`src/rtl/result_collector.sv`:
```
// result_collector
//
// Captures the four result elements of one vector pass from the datapath,
// packs them into a 32-bit word and queues the word in a show-ahead FIFO.
// The FIFO drains to the host or memory side over a valid/ready interface.
//
// Ports:
//   clk          in   1      clock
//   reset        in   1      asynchronous, active-high reset
//   state        in   4      datapath control state (Gray-coded)
//   f            in   8      datapath result byte
//   clear_flags  in   1      synchronous clear of overflow and seq_err
//   out_data     out  32     FIFO head word; element 1 in [7:0], element 4 in [31:24]
//   out_valid    out  1      FIFO non-empty
//   out_ready    in   1      consumer accepts the head word
//   count        out  CW     FIFO occupancy
//   overflow     out  1      sticky: a completed word was dropped (FIFO full)
//   seq_err      out  1      sticky: a capture was aborted (state sequence broke)
//   dbg_state    out  3      {capture FSM state, element index}
//
// Handshake: a word transfers on every rising clk edge where out_valid and
// out_ready are both high. out_valid never depends on out_ready, and out_data
// stays stable while out_valid is high and no transfer has happened.
module result_collector #(
    parameter int DEPTH = 4
) (
    input  logic                     clk,
    input  logic                     reset,
    input  logic [3:0]               state,
    input  logic [7:0]               f,
    input  logic                     clear_flags,
    output logic [31:0]              out_data,
    output logic                     out_valid,
    input  logic                     out_ready,
    output logic [$clog2(DEPTH):0]   count,
    output logic                     overflow,
    output logic                     seq_err,
    output logic [2:0]               dbg_state
);

    localparam int PW = $clog2(DEPTH);
    localparam int CW = PW + 1;
    localparam logic [CW-1:0] FULL_COUNT = CW'(DEPTH);

    // Datapath state codes
    localparam logic [3:0] S1  = 4'b0000;
    localparam logic [3:0] S2  = 4'b0001;
    localparam logic [3:0] S3  = 4'b0011;
    localparam logic [3:0] S4  = 4'b0010;
    localparam logic [3:0] S12 = 4'b1000;

    // Capture FSM states
    localparam logic [0:0] ST_IDLE = 1'b0;
    localparam logic [0:0] ST_CAP  = 1'b1;

    logic [0:0]    fsm;
    logic [1:0]    idx;
    logic [23:0]   partial;

    logic [31:0]   mem [DEPTH];
    logic [PW-1:0] rd_ptr;
    logic [PW-1:0] wr_ptr;

    logic [3:0]    exp_state;
    logic          match;
    logic          push;
    logic          seq_fail;
    logic [31:0]   word;
    logic          pop;
    logic          full;
    logic          do_write;
    logic          drop;

    // Element k is stable on f while the datapath shows the state that
    // follows the one producing it, so index k expects S1..S4 in turn.
    always_comb begin
        exp_state = S1;
        case (idx)
            2'd0:    exp_state = S1;
            2'd1:    exp_state = S2;
            2'd2:    exp_state = S3;
            default: exp_state = S4;
        endcase
    end

    assign match    = (state == exp_state);
    assign push     = (fsm == ST_CAP) && match && (idx == 2'd3);
    assign seq_fail = (fsm == ST_CAP) && !match;
    assign word     = {f, partial[23:16], partial[15:8], partial[7:0]};

    assign out_valid = (count != '0);
    assign pop       = out_valid && out_ready;
    assign full      = (count == FULL_COUNT);
    // A pop in the same cycle frees the slot, so a full FIFO still accepts.
    assign do_write  = push && (!full || pop);
    assign drop      = push && full && !pop;

    assign out_data  = out_valid ? mem[rd_ptr] : 32'd0;
    assign dbg_state = {fsm, idx};

    // Capture FSM
    always_ff @(posedge clk or posedge reset) begin
        if (reset) begin
            fsm     <= ST_IDLE;
            idx     <= 2'd0;
            partial <= 24'd0;
        end else begin
            case (fsm)
                ST_IDLE: begin
                    if (state == S12) begin
                        fsm <= ST_CAP;
                        idx <= 2'd0;
                    end
                end
                ST_CAP: begin
                    if (match) begin
                        if (idx == 2'd3) begin
                            fsm <= ST_IDLE;
                            idx <= 2'd0;
                        end else begin
                            case (idx)
                                2'd0:    partial[7:0]   <= f;
                                2'd1:    partial[15:8]  <= f;
                                default: partial[23:16] <= f;
                            endcase
                            idx <= idx + 2'd1;
                        end
                    end else begin
                        // Broken sequence: drop the partial word; S12 re-arms.
                        partial <= 24'd0;
                        idx     <= 2'd0;
                        fsm     <= (state == S12) ? ST_CAP : ST_IDLE;
                    end
                end
                default: begin
                    fsm <= ST_IDLE;
                    idx <= 2'd0;
                end
            endcase
        end
    end

    // FIFO storage needs no reset: out_data is forced to 0 while empty.
    always_ff @(posedge clk) begin
        if (do_write) begin
            mem[wr_ptr] <= word;
        end
    end

    // FIFO pointers and occupancy
    always_ff @(posedge clk or posedge reset) begin
        if (reset) begin
            rd_ptr <= '0;
            wr_ptr <= '0;
            count  <= '0;
        end else begin
            if (do_write) begin
                wr_ptr <= wr_ptr + PW'(1);
            end
            if (pop) begin
                rd_ptr <= rd_ptr + PW'(1);
            end
            case ({do_write, pop})
                2'b10:   count <= count + CW'(1);
                2'b01:   count <= count - CW'(1);
                default: count <= count;
            endcase
        end
    end

    // Sticky flags; a new event in the clearing cycle wins over the clear.
    always_ff @(posedge clk or posedge reset) begin
        if (reset) begin
            overflow <= 1'b0;
            seq_err  <= 1'b0;
        end else begin
            overflow <= drop     | (overflow & ~clear_flags);
            seq_err  <= seq_fail | (seq_err  & ~clear_flags);
        end
    end

endmodule

```
`config.mk`:
```
export PLATFORM = sky130hd
export DESIGN_NAME = result_collector
export DESIGN_NICKNAME = d
export VERILOG_FILES = /design/src/rtl/result_collector.sv
export SDC_FILE = /design/constraint.sdc
export NUM_CORES = 1
export LEC_CHECK = 0
export BUFFER_PORTS_ARGS = -buffer_cell sky130_fd_sc_hd__buf_2
export CORE_MARGIN = 10
export CORE_UTILIZATION = 60
export DETAILED_ROUTE_END_ITERATION = 6
export GPL_ROUTABILITY_DRIVEN = 0
export PLACE_DENSITY = 0.89
export SLEW_MARGIN = 20
export SYNTH_ARGS = -nofsm -noshare
export SYNTH_HDL_FRONTEND = slang
export SYNTH_SLANG_ARGS = --single-unit
```
`constraint.sdc`:
```
create_clock -name clk -period 6.2 [get_ports clk]
set_input_delay 0.62 -clock clk [delete_from_list [all_inputs] [get_ports clk]]
set_output_delay 0.62 -clock clk [all_outputs]
set_load 0.02 [all_outputs]
```
==> reports/results.tsv <==
stage	metric	value	unit
clock_network	Inserted Clock Buffers	17	
clock_network	setup bufs post-CTS	0	
global_route	largest net degree at the start of global routing	37	
clock_network	post-cts gate resize count	0	
drt	Routed WL per cell	24.29	um
hold_path	Min-Delay Path Class	input pin to asynchronous set/reset pin	
placed_design	DP HPWL	7759	um
finish	layout cells sized above 1	33.33	%
synth	top_reg_cell synth	edfxtp_1	
sta	FMAX	314.2	MHz
finish	commonest non-fill, non-tap cell in the layout	edfxtp_1	
synth	largest area contributor in the netlist	edfxtp_1	
sta	Final Hold Fails	0	
floorplanning	area of the core	10840	sq um
floorplanning	row cnt	38	
clock_network	insertion delay to the later sink of the worst-skew pair	530	ps
power	Final Power	3.250	mW
drt	TritonRoute pass-1 iters	5	
power	leakage power	2.928	nW
setup_path	CP Data Arrival Time	2560	ps
sta	endpoints failing setup	0	
floorplanning	top-level port count	57	
power	switching share of power	31.14	%
power	Reg power frac	39.8	%
sta	Min Hold Slack	198.6	ps
clock_network	H-tree Lvls	4	
floorplanning	Chip Width	125.4	um
setup_path	endpoint of the worst-slack reg-to-reg timing path	count[2]	
clock_network	deepest clock path buffer count	2	
floorplanning	starting utilization of the core area	61.54	%
synth	net count after synthesis	385	
setup_path	R2R depth	8	
setup_path	CP startpoint kind	flop	
sta	worst setup margin	3018	ps
synth	Synth top area share	57.61	%
global_route	gr ovfl total	0	
synth	EDFF count, synth	128	
clock_network	CTS root buf	clkbuf_8	
drt	antenna viol nets, final	0	
setup_path	critical path peak fanout	22	
clock_network	CTS Sinks	164	
synth	Async S/R FF share, synth	21.95	%
global_route	vias in the first global route	3769	
synth	Mapped Avg Cell Area	18.53	sq um
clock_network	Hold Buf Count CTS	0	
sta	slew at the pin with the worst max-slew slack	862.4	ps
sta	final worst-path cycle share	51.33	%
sta	RSZ-0062 raised after global routing	no	
setup_path	r2r startpoint	idx[0]	
global_route	initial antenna violation count	0	
outcome	status	completed	
placed_design	I/O Buffers	56	
placed_design	pre-CTS setup slack	3358	ps
finish	NumNets Final	447	
synth	post-synthesis cell area	6671	sq um
sta	Final min period	3182	ps
synth	post-synthesis instance total	360	
synth	Seq cells post-synth	164	
synth	yosys warns	0	
finish	antenna cell count	0	
drt	DR iter-0 viols	339	
finish	most frequent cells in the layout	edfxtp_1 (128), buf_2 (56), dfrtp_1 (34)	
setup_path	Critical Path End Type	primary output	
power	P_int	2.238	mW
floorplanning	DIE AREA	15740	sq um
clock_network	CTS tree	done	
drt	vias per inst	6.193	
sta	Max Transition Viols Final	0	
job	Max Cap Violations	0	
sta	setup TNS	0	ps
power	Sw Pwr	1.012	mW
drt	vias	3561	
power	pwr dens	423.9	nW/um^2
finish	area grow syn2layout	14.91	%
global_route	aggregate global-route resource usage	17.90	%
power	Comb pwr share	28.0	%
power	Clk network pwr share	32.2	%
drt	Routed WL	13970	um
drt	drt drc	0	
power	maximum vdd drop	242.2	uV
synth	library cells used by synthesis	50	
global_route	first-pass GRT wire length	21540	um
floorplanning	Die Y	125.4	um
sta	Max-Slew Margin vs Limit	42.50	%
setup_path	critical setup path kind	flop to primary output	
synth	Synth area leaders	edfxtp_1 (58%), dfrtp_1 (14%), mux4_2 (11%)	
sta	Clock Skew	8.153	ps
setup_path	Critical Path RT	5580	ps
clock_network	Worst-path clk slew	70	ps
synth	register area share after synthesis	71.12	%
setup_path	Reg2Reg Setup Slack	3350	ps
critical path, stage by stage (launching register included):
cell     delay [ps]
dfrtp_2         640
buf_4           470
mux4_2          560
and2_1          190
buf_2           160
power by group through the flow:
stage                     Combinational (mW)  Clock (mW)  Sequential, mW
after CTS                              0.928        1.06            1.29
after global placement                 0.905           0            1.31
after global routing                   0.974        1.11            1.30
final                                  0.909        1.05            1.29
after floorplan                        0.722           0            1.25
after detailed placement               0.915           0            1.32
synth_stat cells (all sizes together) (3+ instances only):
cell / n
edfxtp: 128
dfrtp: 36
and2: 33
mux4: 32
a22o: 24
inv: 12
buf: 10
clkbuf: 9
nand2: 9
ha: 8
o21ai: 8
nor2: 7
nand3: 5
and3: 4
xnor2: 4
xor2: 3
per-stage QoR:
stage | area [sq um] | util (%) | instances
finish | 7666 | 70.72 | 575
global route | 7666 | 70.72 | 575
CTS | 7665 | 70.71 | 575
detailed placement | 7072 | 65.24 | 543
global placement | 7072 | 65.24 | 543
floorplan | 6671 | - | 360
area by class of cell:
type / instances / area, sq um
Clock buffer: 17 / 414.1
Clock inverter: 15 / 178.9
Fill cell: 652 / 3174
Inverter: 12 / 45.04
Multi-Input combinational cell: 165 / 1780
Sequential cell: 164 / 4747
Tap cell: 140 / 175.2
Timing Repair Buffer: 62 / 325.3
worst max-delay path by stage:
stage | from | to | slack [ps] | cells past startpoint
final | rd_ptr[0] | out_data[26] | 3020 | 4
after global routing | rd_ptr[0] | out_data[26] | 2820 | 4
after CTS | rd_ptr[0] | out_data[22] | 2950 | 4
after detailed placement | idx[0] | count[2] | 3360 | 8
after global placement | idx[0] | count[2] | 3490 | 8
after floorplan | idx[0] | mem[0][0] | 3320 | 6
layer usage:
metal | global-route usage (%) | part of all wire, % | up-vias
met3 | 5.239 | 7.0 | 27
met4 | 8.062 | 2.3 | 0
met2 | 28.48 | 50 | 166
li1 | - | - | 1538
met1 | 22.28 | 40 | 1830
met5 | 0 | 0 | -
flip-flops by register name, indices dropped and copies added, names as in the netlist:
register,flops
count,3
fsm,1
idx,2
mem,128
overflow,1
partial,24
rd_ptr,2
seq_err,1
wr_ptr,2
cells by family after synthesis:
kind of cell	share of synthesized area (%)
and+or+nand+nor	7.089
muxes	10.95
adders and majority gates	1.801
DFF	71.12
xor gates and xnor gates	1.144
buffers and inverters	2.213
AOI/OAI and AO/OA	5.683
Power figures use the tool's default switching activity.
